## config.mk

```make
export PLATFORM = sky130hd
export DESIGN_NAME = pipe_stage_buf
export DESIGN_NICKNAME = d
export VERILOG_FILES = /design/src/rtl/pipe_stage_pkg.sv /design/src/rtl/pipe_sat_cnt.sv /design/src/rtl/pipe_stage_buf.sv
export SDC_FILE = /design/constraint.sdc
export NUM_CORES = 1
export LEC_CHECK = 0
export ABC_CLOCK_PERIOD_IN_PS = 1900
export BUFFER_PORTS_ARGS = -buffer_cell sky130_fd_sc_hd__buf_2
export CORE_MARGIN = 4
export CORE_UTILIZATION = 45
export CTS_CLUSTER_DIAMETER = 200
export CTS_CLUSTER_SIZE = 24
export DETAILED_ROUTE_END_ITERATION = 16
export PLACE_DENSITY = 0.77
export SETUP_SLACK_MARGIN = 0.05
export SYNTH_ARGS = -nofsm -noshare
export SYNTH_HDL_FRONTEND = slang
export SYNTH_SLANG_ARGS = --single-unit
```

## constraint.sdc

```tcl
create_clock -name CLK -period 1.9 [get_ports CLK]
set_input_delay 0.38 -clock CLK [delete_from_list [all_inputs] [get_ports CLK]]
set_output_delay 0.38 -clock CLK [all_outputs]
set_load 0.03 [all_outputs]
```

## src/rtl/pipe_stage_pkg.sv

```systemverilog
// pipe_stage_pkg: state encoding, occupancy constants and per-stage payload structs for pipe_stage_buf.
// Rev 1.0
`default_nettype none

package pipe_stage_pkg;

  typedef enum logic [1:0] {
    EMPTY = 2'd0,
    ONE   = 2'd1,
    FULL  = 2'd2
  } pipe_state_t;

  localparam logic [1:0] OCC_EMPTY = 2'd0;
  localparam logic [1:0] OCC_ONE   = 2'd1;
  localparam logic [1:0] OCC_FULL  = 2'd2;

  typedef struct packed {
    logic [31:0] pc_plus4;
    logic [31:0] instr;
  } if_id_t;

  typedef struct packed {
    logic        reg_wr;
    logic        mem_wr;
    logic        mem_rd;
    logic        mem_to_reg;
    logic [3:0]  alu_op;
    logic        alu_src;
    logic [4:0]  rd;
    logic [31:0] rs_val;
    logic [31:0] rt_val;
    logic [31:0] imm;
  } id_ex_t;

  typedef struct packed {
    logic        reg_wr;
    logic        mem_wr;
    logic        mem_rd;
    logic        mem_to_reg;
    logic [4:0]  rd;
    logic [31:0] alu_out;
    logic [31:0] store_val;
  } ex_mem_t;

  typedef struct packed {
    logic        reg_wr;
    logic        mem_to_reg;
    logic [4:0]  rd;
    logic [31:0] alu_out;
    logic [31:0] load_val;
  } mem_wb_t;

  function automatic logic [1:0] occ_of(input pipe_state_t st);
    case (st)
      ONE:     occ_of = OCC_ONE;
      FULL:    occ_of = OCC_FULL;
      default: occ_of = OCC_EMPTY;
    endcase
  endfunction

endpackage

`default_nettype wire

```

## src/rtl/pipe_sat_cnt.sv

```systemverilog
// pipe_sat_cnt: saturating up-counter with synchronous clear, asynchronous active-low reset.
// Rev 1.0
`default_nettype none

module pipe_sat_cnt #(
  parameter int W = 32
) (
  input  logic         CLK,
  input  logic         nRST,
  input  logic         inc,
  input  logic         clr,
  output logic [W-1:0] cnt
);

  always_ff @(posedge CLK or negedge nRST) begin
    if (!nRST) begin
      cnt <= '0;
    end else if (clr) begin
      cnt <= '0;
    end else if (inc && (cnt != {W{1'b1}})) begin
      cnt <= cnt + 1'b1;
    end
  end

endmodule

`default_nettype wire

```

## src/rtl/pipe_stage_buf.sv

```systemverilog
// pipe_stage_buf: ready/valid pipeline stage register, optional 2-entry skid (SKID=1).
// Rev 1.0 -- performance counters enabled by macro PIPE_STAGE_PERF_EN.
`default_nettype none

module pipe_stage_buf
  import pipe_stage_pkg::*;
#(
  parameter int DATA_W = 32,
  parameter int SKID   = 1,
  parameter int CNT_W  = 32
) (
  input  logic              CLK,
  input  logic              nRST,
  input  logic              flush,
  input  logic              in_valid,
  output logic              in_ready,
  input  logic [DATA_W-1:0] in_data,
  output logic              out_valid,
  input  logic              out_ready,
  output logic [DATA_W-1:0] out_data,
  output logic [1:0]        occupancy,
  output logic [CNT_W-1:0]  stall_cnt,
  output logic [CNT_W-1:0]  bubble_cnt,
  output logic [CNT_W-1:0]  flush_cnt
);

  pipe_state_t       state;
  logic [DATA_W-1:0] m;
  logic              rdy;
  logic              push;
  logic              pop;

  assign push      = in_valid & in_ready;
  assign pop       = out_valid & out_ready;
  assign out_valid = (state != EMPTY);
  assign out_data  = m;
  assign occupancy = occ_of(state);

  generate
    if (SKID != 0) begin : g_skid
      logic [DATA_W-1:0] s;

      // rdy is loaded with (next state != FULL) so in_ready is a pure flop output.
      always_ff @(posedge CLK or negedge nRST) begin
        if (!nRST) begin
          state <= EMPTY;
          m     <= '0;
          s     <= '0;
          rdy   <= 1'b0;
        end else if (flush) begin
          state <= EMPTY;
          m     <= '0;
          s     <= '0;
          rdy   <= 1'b1;
        end else begin
          case (state)
            EMPTY: begin
              rdy <= 1'b1;
              if (push) begin
                state <= ONE;
                m     <= in_data;
              end
            end
            ONE: begin
              case ({push, pop})
                2'b10: begin
                  state <= FULL;
                  s     <= in_data;
                  rdy   <= 1'b0;
                end
                2'b01: begin
                  state <= EMPTY;
                  rdy   <= 1'b1;
                end
                2'b11: begin
                  m   <= in_data;
                  rdy <= 1'b1;
                end
                default: rdy <= 1'b1;
              endcase
            end
            FULL: begin
              if (pop) begin
                state <= ONE;
                m     <= s;
                s     <= '0;
                rdy   <= 1'b1;
              end else begin
                rdy   <= 1'b0;
              end
            end
            default: begin
              state <= EMPTY;
              rdy   <= 1'b1;
            end
          endcase
        end
      end

      assign in_ready = rdy;
    end else begin : g_single
      // rdy only marks that reset has been released; readiness itself is combinational.
      always_ff @(posedge CLK or negedge nRST) begin
        if (!nRST) begin
          state <= EMPTY;
          m     <= '0;
          rdy   <= 1'b0;
        end else if (flush) begin
          state <= EMPTY;
          m     <= '0;
          rdy   <= 1'b1;
        end else begin
          rdy <= 1'b1;
          if (push) begin
            state <= ONE;
            m     <= in_data;
          end else if (pop) begin
            state <= EMPTY;
          end
        end
      end

      assign in_ready = rdy & (~out_valid | out_ready);
    end
  endgenerate

`ifdef PIPE_STAGE_PERF_EN
  pipe_sat_cnt #(.W(CNT_W)) u_stall_cnt (
    .CLK  (CLK),
    .nRST (nRST),
    .inc  (out_valid & ~out_ready),
    .clr  (1'b0),
    .cnt  (stall_cnt)
  );

  pipe_sat_cnt #(.W(CNT_W)) u_bubble_cnt (
    .CLK  (CLK),
    .nRST (nRST),
    .inc  (~out_valid & out_ready),
    .clr  (1'b0),
    .cnt  (bubble_cnt)
  );

  pipe_sat_cnt #(.W(CNT_W)) u_flush_cnt (
    .CLK  (CLK),
    .nRST (nRST),
    .inc  (flush),
    .clr  (1'b0),
    .cnt  (flush_cnt)
  );
`else
  assign stall_cnt  = '0;
  assign bubble_cnt = '0;
  assign flush_cnt  = '0;
`endif

endmodule

`default_nettype wire

```

; ---- After elaboration in Yosys (flattened, before gate mapping)
; Index checks and enable logic that the tools add are counted.
[totals]
output_inout_bits = 132
wordCells = 42
register_bits = 67
inputBits = 37
[op_classes]
mux = 19
bitwise = 2
eq_ne = 10
n_reduce_logical = 7
[op_table]
columns = cell, n
row1 = $mux 32, 7
row2 = $pmux 32 s3, 1
row3 = $pmux 32 s2, 1
row4 = $ne 3x3->1 const B, 3
row5 = $pmux 2 s2, 2
row6 = $eq 2x2->1 const B, 3
row7 = $mux 2, 3
row8 = $pmux 2 s3, 1
row9 = $reduce_and 3->1, 2
row10 = $eq 2x1->1 const B, 2
row11 = $ne 4x3->1 const B, 1
row12 = $reduce_and 4->1, 1
row13 = $reduce_bool 4->1, 1
row14 = $mux 1, 3
row15 = $ne 3x2->1 const B, 1
row16 = $reduce_bool 3->1, 1
row17 = $and 1x1->1, 2
row18 = $logic_not 2->1, 1
row19 = $pmux 1 s2, 1
row20 = $reduce_bool 2->1, 1

; ---- Depth between registers and ports, before layout
; Gate-level depths: netlist (run 1).
[logic_depth]
ltp_word = 6
ltp_mapped = 8

; ---- Worst setup path before layout (run 1)
; OpenSTA, ideal clock, no wires.
[synth_timing]
path_type = register -> register
start = register state[0]
end = register m[0], in the netlist out_data[0]
arrival_time_ns = 1.969
stages_incl_launch_ff = 8
slack_ns = -0.194
n_path_buf = 1
synth_period_minus_slack_ns = 2.094
setup_time_ns = 0.125
path_cell_list = dfrtp_1 inv_1 ha_1 nand2b_1 o32ai_4 a211o_4 buf_12 mux2_4
[synth_between]
elab_chain_len = 5
elab_cells_between_ends = 13
cone_classes = eq/ne (6) / mux (2) / bitwise (1) / reduce/logical (4)
[synth_rtl]
columns = item, line_no
row1 = "start, declared", pipe_stage_buf.sv:27  ; pipe_state_t state;
row2 = "start signal, assigned", pipe_stage_buf.sv:46  ; state <= EMPTY;
row3 = "start signal, assigned", pipe_stage_buf.sv:51  ; state <= EMPTY;
row4 = "start signal, assigned", pipe_stage_buf.sv:60  ; state <= ONE;
row5 = $reduce_bool 2->1, pipe_stage_buf.sv:35  ; assign out_valid = (state != EMPTY);
row6 = $and 1x1->1, pipe_stage_buf.sv:34  ; assign pop = out_valid & out_ready;
row7 = $eq 2x2->1, pipe_stage_buf.sv:65  ; case ({push, pop})
row8 = $ne 3x2->1 (no source line), --
row9 = $reduce_and 4->1 (no source line), --
row10 = "end signal, assigned", pipe_stage_buf.sv:61  ; m <= in_data;
row11 = "end signal, assigned", pipe_stage_buf.sv:76  ; m <= in_data;
row12 = "end signal, assigned", pipe_stage_buf.sv:85  ; m <= s;
row13 = "end, declared", pipe_stage_buf.sv:28  ; logic [DATA_W-1:0] m;
; Several ways; a longest one is shown, not always the timed one.
; A chain may end at the register's enable or synchronous reset.

; ---- Worst setup path after layout (run 1)
[layout_timing]
start = register state[0]
end = register m[29], in the netlist out_data[29]
; The elaborated chain is that of the path after synthesis.

==> impl_metrics.tcl, run 1 <==
set metrics [dict create \
    skew_ns 0.01048 \
    worstSetupPathType "flop to flop" \
    routed-via-count 3094 \
    dpl-instance-area_sq_um 4637 \
    grt.overflow.total 0 \
    cp_data_required_time_ns 2.12 \
    ys.warnings.count 0 \
    synthDistinctLibCells 30 \
    core-area_sq_um 9415 \
    global_route_wire_length_before_repair_mm 14.72 \
    first_global_vias 2938 \
    cts_tree "yes" \
    critical_path_peak_fanout 12 \
    slew_viol_final 0 \
    boundaryPins 169 \
    routed_via_density 4.557 \
    drive_gt1_share_pct 40.91 \
    port-buffer-count 72 \
    floorplan.rows 35 \
    post_synth_instance_area_sq_um 4414 \
    route.final.wire_length_mm 10.21 \
    clockBufferDepth 2 \
    drcViolationCount 0 \
    number_of_antenna_violations_at_the_first_check_in_global_routing 0 \
    die_area_sq_um 11460 \
    synth.area.top_cells "sky130_fd_sc_hd__dfrtp_1 (38%), sky130_fd_sc_hd__buf_4 (16%), sky130_fd_sc_hd__mux2_4 (10%)" \
    dpl.hpwl_mm 6.081 \
    design.final.nets 587 \
    global_route.usage.met2_pct 28.51 \
    synth.top_cell.area_share_pct 37.98 \
    vdd_drop_max_v 0.0007013 \
    cts_hold_buf 0 \
    drt_pre_antenna_iters 4 \
    period_share_pct 101.9 \
    postLayoutSetupSlackWorst_ns -0.03683 \
    global_route.peak_usage_layer "met2" \
    clock_sink_count 67 \
    synth_enable_flop_cells 0 \
    setup_viol_count_final 46 \
    rsz0062_at_grt "true" \
    cts_root_buf "sky130_fd_sc_hd__clkbuf_8" \
    synth_instances 445 \
    area_growth_syn_to_layout_pct 21.32 \
    initial_util_pct 46.88 \
    synth_largest_area_cell "sky130_fd_sc_hd__dfrtp_1" \
    grt.met3_usage_pct 5.057 \
    synth_compound_gate_area_share_pct 5.471 \
    cp_data_arrival_time_ns 2.16 \
    power-per-cell-area_nw_per_um2 1374 \
    cts.reportedPaths.clkPinSlew_ns 0.07 \
    tritoncts.num_buffers 9 \
    yosys.area_share.adder_pct 1.417 \
    synthSimpleGateAreaFrac_pct 15.08 \
    synth_top_family_by_area "buffers and inverters" \
    power.total_w 0.007359 \
    grtUsageTotal_pct 16.38 \
    fin_crit_ns 1.937 \
    dominantRegCellSynth "sky130_fd_sc_hd__dfrtp_1" \
    maximum_number_of_pins_on_one_net_before_global_route_repair 68 \
    finalInstanceArea_sq_um 5355 \
    drt_first_iter_violations 99 \
    post_synth_xor_area_fraction_pct 0.1984 \
    clk_latency_ns 0.34 \
    hold_viol_final 0 \
    tightestPinTransition_ns 0.5029 \
    antennaDiodeCount 0 \
    die_w_um 107.0 \
    cap_viol_max_count 0 \
    total_leakage_power_nw 2.738 \
    multiplexer_share_of_the_synthesized_area_pct 18.88 \
    ant_nets 0 \
    gp_routability_congestion 0.8233 \
    post_drt_wl_per_cell_um 15.03 \
    worstHoldPathType "primary input to async pin" \
    sequential_to_total_area_share_from_yosys_stat_pct 37.98 \
    status "finished, violations left" \
    die_h_um 107.0 \
    violations "setup timing" \
    synth.avg_cell_area_sq_um 9.920 \
    clock_tree.htree_level_count 3 \
    slew_headroom_pct 66.48 \
    grtUsageMet1_pct 19.86 \
    worstSetupEndpointType "flop" \
    postSynth.asyncResetShare_pct 100.0 \
    setup.worst_path.start_class "flop" \
    synth.ff_latch_count 67 \
    worst_hold_slack_ns 0.04383 \
    timing.fmax_mhz 516.3 \
]
## what timing repair did
item	4_1_cts	5_1_grt
cloned	3	4
pin swaps	8	10
setup buffers	15	4
setup endpoints to repair	62	66
gates resized for setup	38	38
## kinds of logic after synthesis
group | count (synthesis)
AOI/OAI and AO/OA | 39
xor gates and xnor gates | 1
adders and majority gates | 5
buffers and inverters | 125
DFF | 67
muxes | 64
other | 1
and+or+nand+nor | 143
## metal layers
layer  share of wire (%)  wire, um
met4                 1.0       104
met5                   0         0
met3                 6.6       672
met2                  51      5182
met1                  42      4247
## critical path: stages, from the launching register on
cell and delay, ns:
sky130_fd_sc_hd__dfrtp_1 0.37, sky130_fd_sc_hd__inv_2 0.07, sky130_fd_sc_hd__buf_6 0.12, sky130_fd_sc_hd__ha_4 0.18
sky130_fd_sc_hd__buf_12 0.13, sky130_fd_sc_hd__nand2b_4 0.06, sky130_fd_sc_hd__o32ai_4 0.07, sky130_fd_sc_hd__a211o_4 0.33
sky130_fd_sc_hd__buf_12 0.17, sky130_fd_sc_hd__mux2_4 0.30
## placed cells by master, fill, tap and decap left out, drive strengths merged
| cell | instances |
|---|---|
| nand3 | 1 |
| clkinv | 2 |
| nor4b | 1 |
| a2111o | 1 |
| ha | 5 |
| inv | 3 |
| o21ai | 1 |
| nand4bb | 1 |
| nand4b | 1 |
| o22ai | 1 |
| nor2 | 33 |
| mux2 | 64 |
| nand2 | 69 |
| nor2b | 1 |
| a21oi | 33 |
| xnor2 | 1 |
| buf | 113 |
| clkbuf | 15 |
| clkinvlp | 2 |
| and2 | 1 |
| dfrtp | 67 |
| a211o | 1 |
| and2b | 1 |
| o32ai | 1 |
| conb | 96 |
| nand2b | 33 |
| nor3 | 1 |
| o311ai | 1 |
## report_power, final
| part | switching (W) | internal (W) | total (W) |
|---|---|---|---|
| Combinational | 0.00223 | 0.00193 | 0.00416 |
| Clock | 0.000559 | 0.000541 | 0.00110 |
| Sequential | 0.000253 | 0.00185 | 0.00210 |
## flip-flops by register name, summed over array words and instances (netlist names)
| register | flops |
|---|---|
| g_skid.s | 32 |
| out_data | 32 |
| state | 2 |
| in_ready | 1 |
## area by class of cell
type / count / area (sq um)
clock buffers: 12 / 155.1
clock inverters: 4 / 25.02
fillers: 810 / 4060
inverters: 3 / 11.26
multi-input cells: 348 / 2402
flip-flops and latches: 67 / 1677
well taps: 129 / 161.4
repair buffers: 116 / 923.4
## metrics by stage
stage,setup slack [ns],utilization (%),instances,setup TNS (ns)
after global placement,0.01208,49.25,640,0
final,-0.03683,56.88,679,-0.9124
after floorplan,-0.01227,-,540,-0.2606
after CTS,-0.05971,54.71,673,-1.509
after detailed placement,-0.05912,49.25,640,-2.613
after global routing,-0.1362,56.88,679,-5.167
## cell usage after synthesis, drive strengths merged, types with 3 or more instances
master / count
buf: 109
nand2: 69
dfrtp: 67
mux2: 64
a21oi: 33
nand2b: 33
nor2: 33
clkbuf: 13
ha: 5
inv: 3
## path summary, 6_finish.rpt
check / start / to / slack (ns) / cells past startpoint
max in group asynchronous: nRST / out_data[29]$_DFFE_PN0P_ / 1.56 / 2
max: state[0]$_DFFE_PN0P_ / out_data[29]$_DFFE_PN0P_ / -0.04 / 9
min in group CLK: in_data[18] / g_skid.s[18]$_DFFE_PN0P_ / 0.42 / 4
min reg2reg: out_data[20]$_DFFE_PN0P_ / out_data[20]$_DFFE_PN0P_ / 0.51 / 1
min: nRST / g_skid.s[15]$_DFFE_PN0P_ / 0.04 / 2
max reg2reg: state[0]$_DFFE_PN0P_ / out_data[29]$_DFFE_PN0P_ / -0.04 / 9
No activity file was read; power rests on OpenSTA's default activity.
==> run 2: changes to the inputs <==
- PLACE_DENSITY: 0.77 -> default
- PLACE_DENSITY_LB_ADDON: default -> 0.1
==> impl_metrics.tcl, run 2 (same netlist as run 1, synthesis figures left out) <==
set metrics [dict create \
    setup_viol_count_final 1 \
    ant_nets 0 \
    setup.worst_path.start_class "flop" \
    status "finished, violations left" \
    grt.overflow.total 0 \
    worstSetupPathType "flop to flop" \
    core-area_sq_um 9415 \
    wl_met3_um 557 \
    route.final.wire_length_mm 9.642 \
    global_route_wire_length_before_repair_mm 14.95 \
    crit_buf_inv 2 \
    hold_viol_final 0 \
    wire_length_the_detailed_router_placed_on_met1_mm 4.217 \
    slew_viol_final 0 \
    tritoncts.num_buffers 9 \
    cts_root_buf "sky130_fd_sc_hd__clkbuf_8" \
    critical_path.slowest_cell "sky130_fd_sc_hd__dfrtp_1" \
    nFillCells 870 \
    area_growth_syn_to_layout_pct 20.95 \
    routed-via-count 3039 \
    placement.setup.worst_slack_ns -0.1072 \
    clock_sink_count 67 \
    power-per-cell-area_nw_per_um2 1403 \
    dpl.hpwl_mm 6.312 \
    antennaDiodeCount 0 \
    gp_routability_congestion 0.8409 \
    cts_tree "yes" \
    r2r_slack_ns -0.002 \
    boundaryPins 169 \
    number_of_antenna_violations_at_the_first_check_in_global_routing 0 \
    grtUsageTotal_pct 16.46 \
    cap_viol_max_count 0 \
    die_area_sq_um 11460 \
    slowest_delay_ns 0.40 \
    skew_ns 0.01098 \
    drt_pre_antenna_iters 4 \
    design.final.nets 580 \
    postLayoutSetupSlackWorst_ns -0.002195 \
    drcViolationCount 0 \
    rsz0062_at_grt "true" \
    top_layer_used "met4" \
    post_drt_wl_per_cell_um 14.35 \
    worst_r2r_path_depth 6 \
    clk_latency_ns 0.35 \
    initial_util_pct 46.88 \
    port-buffer-count 72 \
    mostFrequentLayoutCells "sky130_fd_sc_hd__conb_1 (96), sky130_fd_sc_hd__buf_2 (69), sky130_fd_sc_hd__nand2_1 (68)" \
    die_w_um 107.0 \
    floorplan.rows 35 \
    violations "setup timing" \
    critical_path_peak_fanout 10 \
    crit_family "flip-flops" \
    maximum_number_of_pins_on_one_net_before_global_route_repair 46 \
    route.met2.wl_mm 4.706 \
    worstSetupEndpointType "flop" \
    slew_headroom_pct 63.85 \
    cp_data_arrival_time_ns 2.13 \
    total_leakage_power_nw 2.703 \
    die_h_um 107.0 \
    register_area_sq_um 1677 \
    vdd_drop_max_v 0.0007387 \
    worst_hold_slack_ns 0.003831 \
    footprint_of_the_multi_input_gates_sq_um 2432 \
    worstPathCellList "buf_4, ha_2, and2b_1, a211o_4, buf_12, mux2_4" \
    drt_first_iter_violations 72 \
    routed_via_density 4.522 \
    worstHoldPathType "primary input to async pin" \
    timing.fmax_mhz 525.7 \
    drive_gt1_share_pct 42.54 \
    tightestPinTransition_ns 0.5423 \
    critical_path_depth 6 \
    regToRegStartpoint "state[0]$_DFFE_PN0P_" \
    clock_tree.htree_level_count 3 \
    cp_data_required_time_ns 2.13 \
    period_share_pct 100.1 \
    critical_path.reg2reg.endpoint "out_data[12]$_DFFE_PN0P_" \
    clockBufferDepth 2 \
    first_global_vias 2934 \
    cts.reportedPaths.clkPinSlew_ns 0.09 \
    fin_crit_ns 1.902 \
    final_common_cell "sky130_fd_sc_hd__conb_1" \
]
## run 2: changes by cell type in the layout (fill, tap and decap cells not counted), sizes merged
cell,before,now
buf,113,108
clkinv,2,1
clkbuf,15,10
inv,3,6
bufinv,0,1
## run 2: worst max-delay path by stage
stage | startpoint | endpoint
2_1_floorplan | state[0]$_DFFE_PN0P_ | out_data[16]$_DFFE_PN0P_
3_3_place_gp | state[1]$_DFFE_PN0P_ | g_skid.s[30]$_DFFE_PN0P_
3_5_place_dp | state[1]$_DFFE_PN0P_ | g_skid.s[4]$_DFFE_PN0P_
4_1_cts | state[0]$_DFFE_PN0P_ | g_skid.s[12]$_DFFE_PN0P_
5_1_grt | state[1]$_DFFE_PN0P_ | out_data[23]$_DFFE_PN0P_
6_report | state[0]$_DFFE_PN0P_ | out_data[12]$_DFFE_PN0P_
## run 2: stage by stage
| stage | cells | utilization, % | power [W] | cell area (sq um) | setup TNS (ns) |
|---|---|---|---|---|---|
| 2_1_floorplan | 540 | - | 0.004960 | 4788 | -0.2606 |
| 3_3_place_gp | 644 | 49.70 | 0.005645 | 4679 | -1.089 |
| 3_5_place_dp | 644 | 49.70 | 0.005687 | 4679 | -2.951 |
| 4_1_cts | 667 | 54.94 | 0.007347 | 5172 | -0.1611 |
| 5_1_grt | 672 | 56.70 | 0.007905 | 5339 | -3.358 |
| 6_report | 672 | 56.70 | 0.007489 | 5339 | -0.002195 |
## run 2: worst register-to-register path: stages (launching register included)
cell and delay (ns):
sky130_fd_sc_hd__dfrtp_1 0.40, sky130_fd_sc_hd__buf_4 0.15, sky130_fd_sc_hd__ha_2 0.19, sky130_fd_sc_hd__and2b_1 0.18, sky130_fd_sc_hd__a211o_4 0.39, sky130_fd_sc_hd__buf_12 0.17, sky130_fd_sc_hd__mux2_4 0.30
## run 2: area by class of cell
| class | instances | share of cell area [%] |
|---|---|---|
| Clock buffer | 9 | 2.320 |
| Sequential cell | 67 | 31.40 |
| Multi-Input combinational cell | 348 | 45.56 |
| Inverter | 3 | 0.2109 |
| Tap cell | 129 | 3.023 |
| Timing Repair Buffer | 109 | 15.94 |
| Clock inverter | 7 | 1.547 |
## run 2: metal layers
metal	up-vias	global-route usage [%]
li1	1448	-
met1	1464	21.74
met2	111	26.72
met3	16	3.251
met4	0	6.027
met5	-	0
## run 2: timing repair
item / CTS / global route
gates resized for setup: 57 / 39
hold buffers: 0 / 0
endpoints found under the setup margin: 65 / 68
endpoints found under the hold margin: 0 / 0
pin swaps: 11 / 11
setup buffers: 5 / 4
cloned: 2 / 1
## run 2: where the power goes
| group | internal [W] | switching, W | total [W] |
|---|---|---|---|
| clock | 0.000627 | 0.000644 | 0.00127 |
| sequential | 0.00185 | 0.000258 | 0.00210 |
| combinational | 0.00192 | 0.00219 | 0.00411 |
| total | 0.00439 | 0.00309 | 0.00749 |
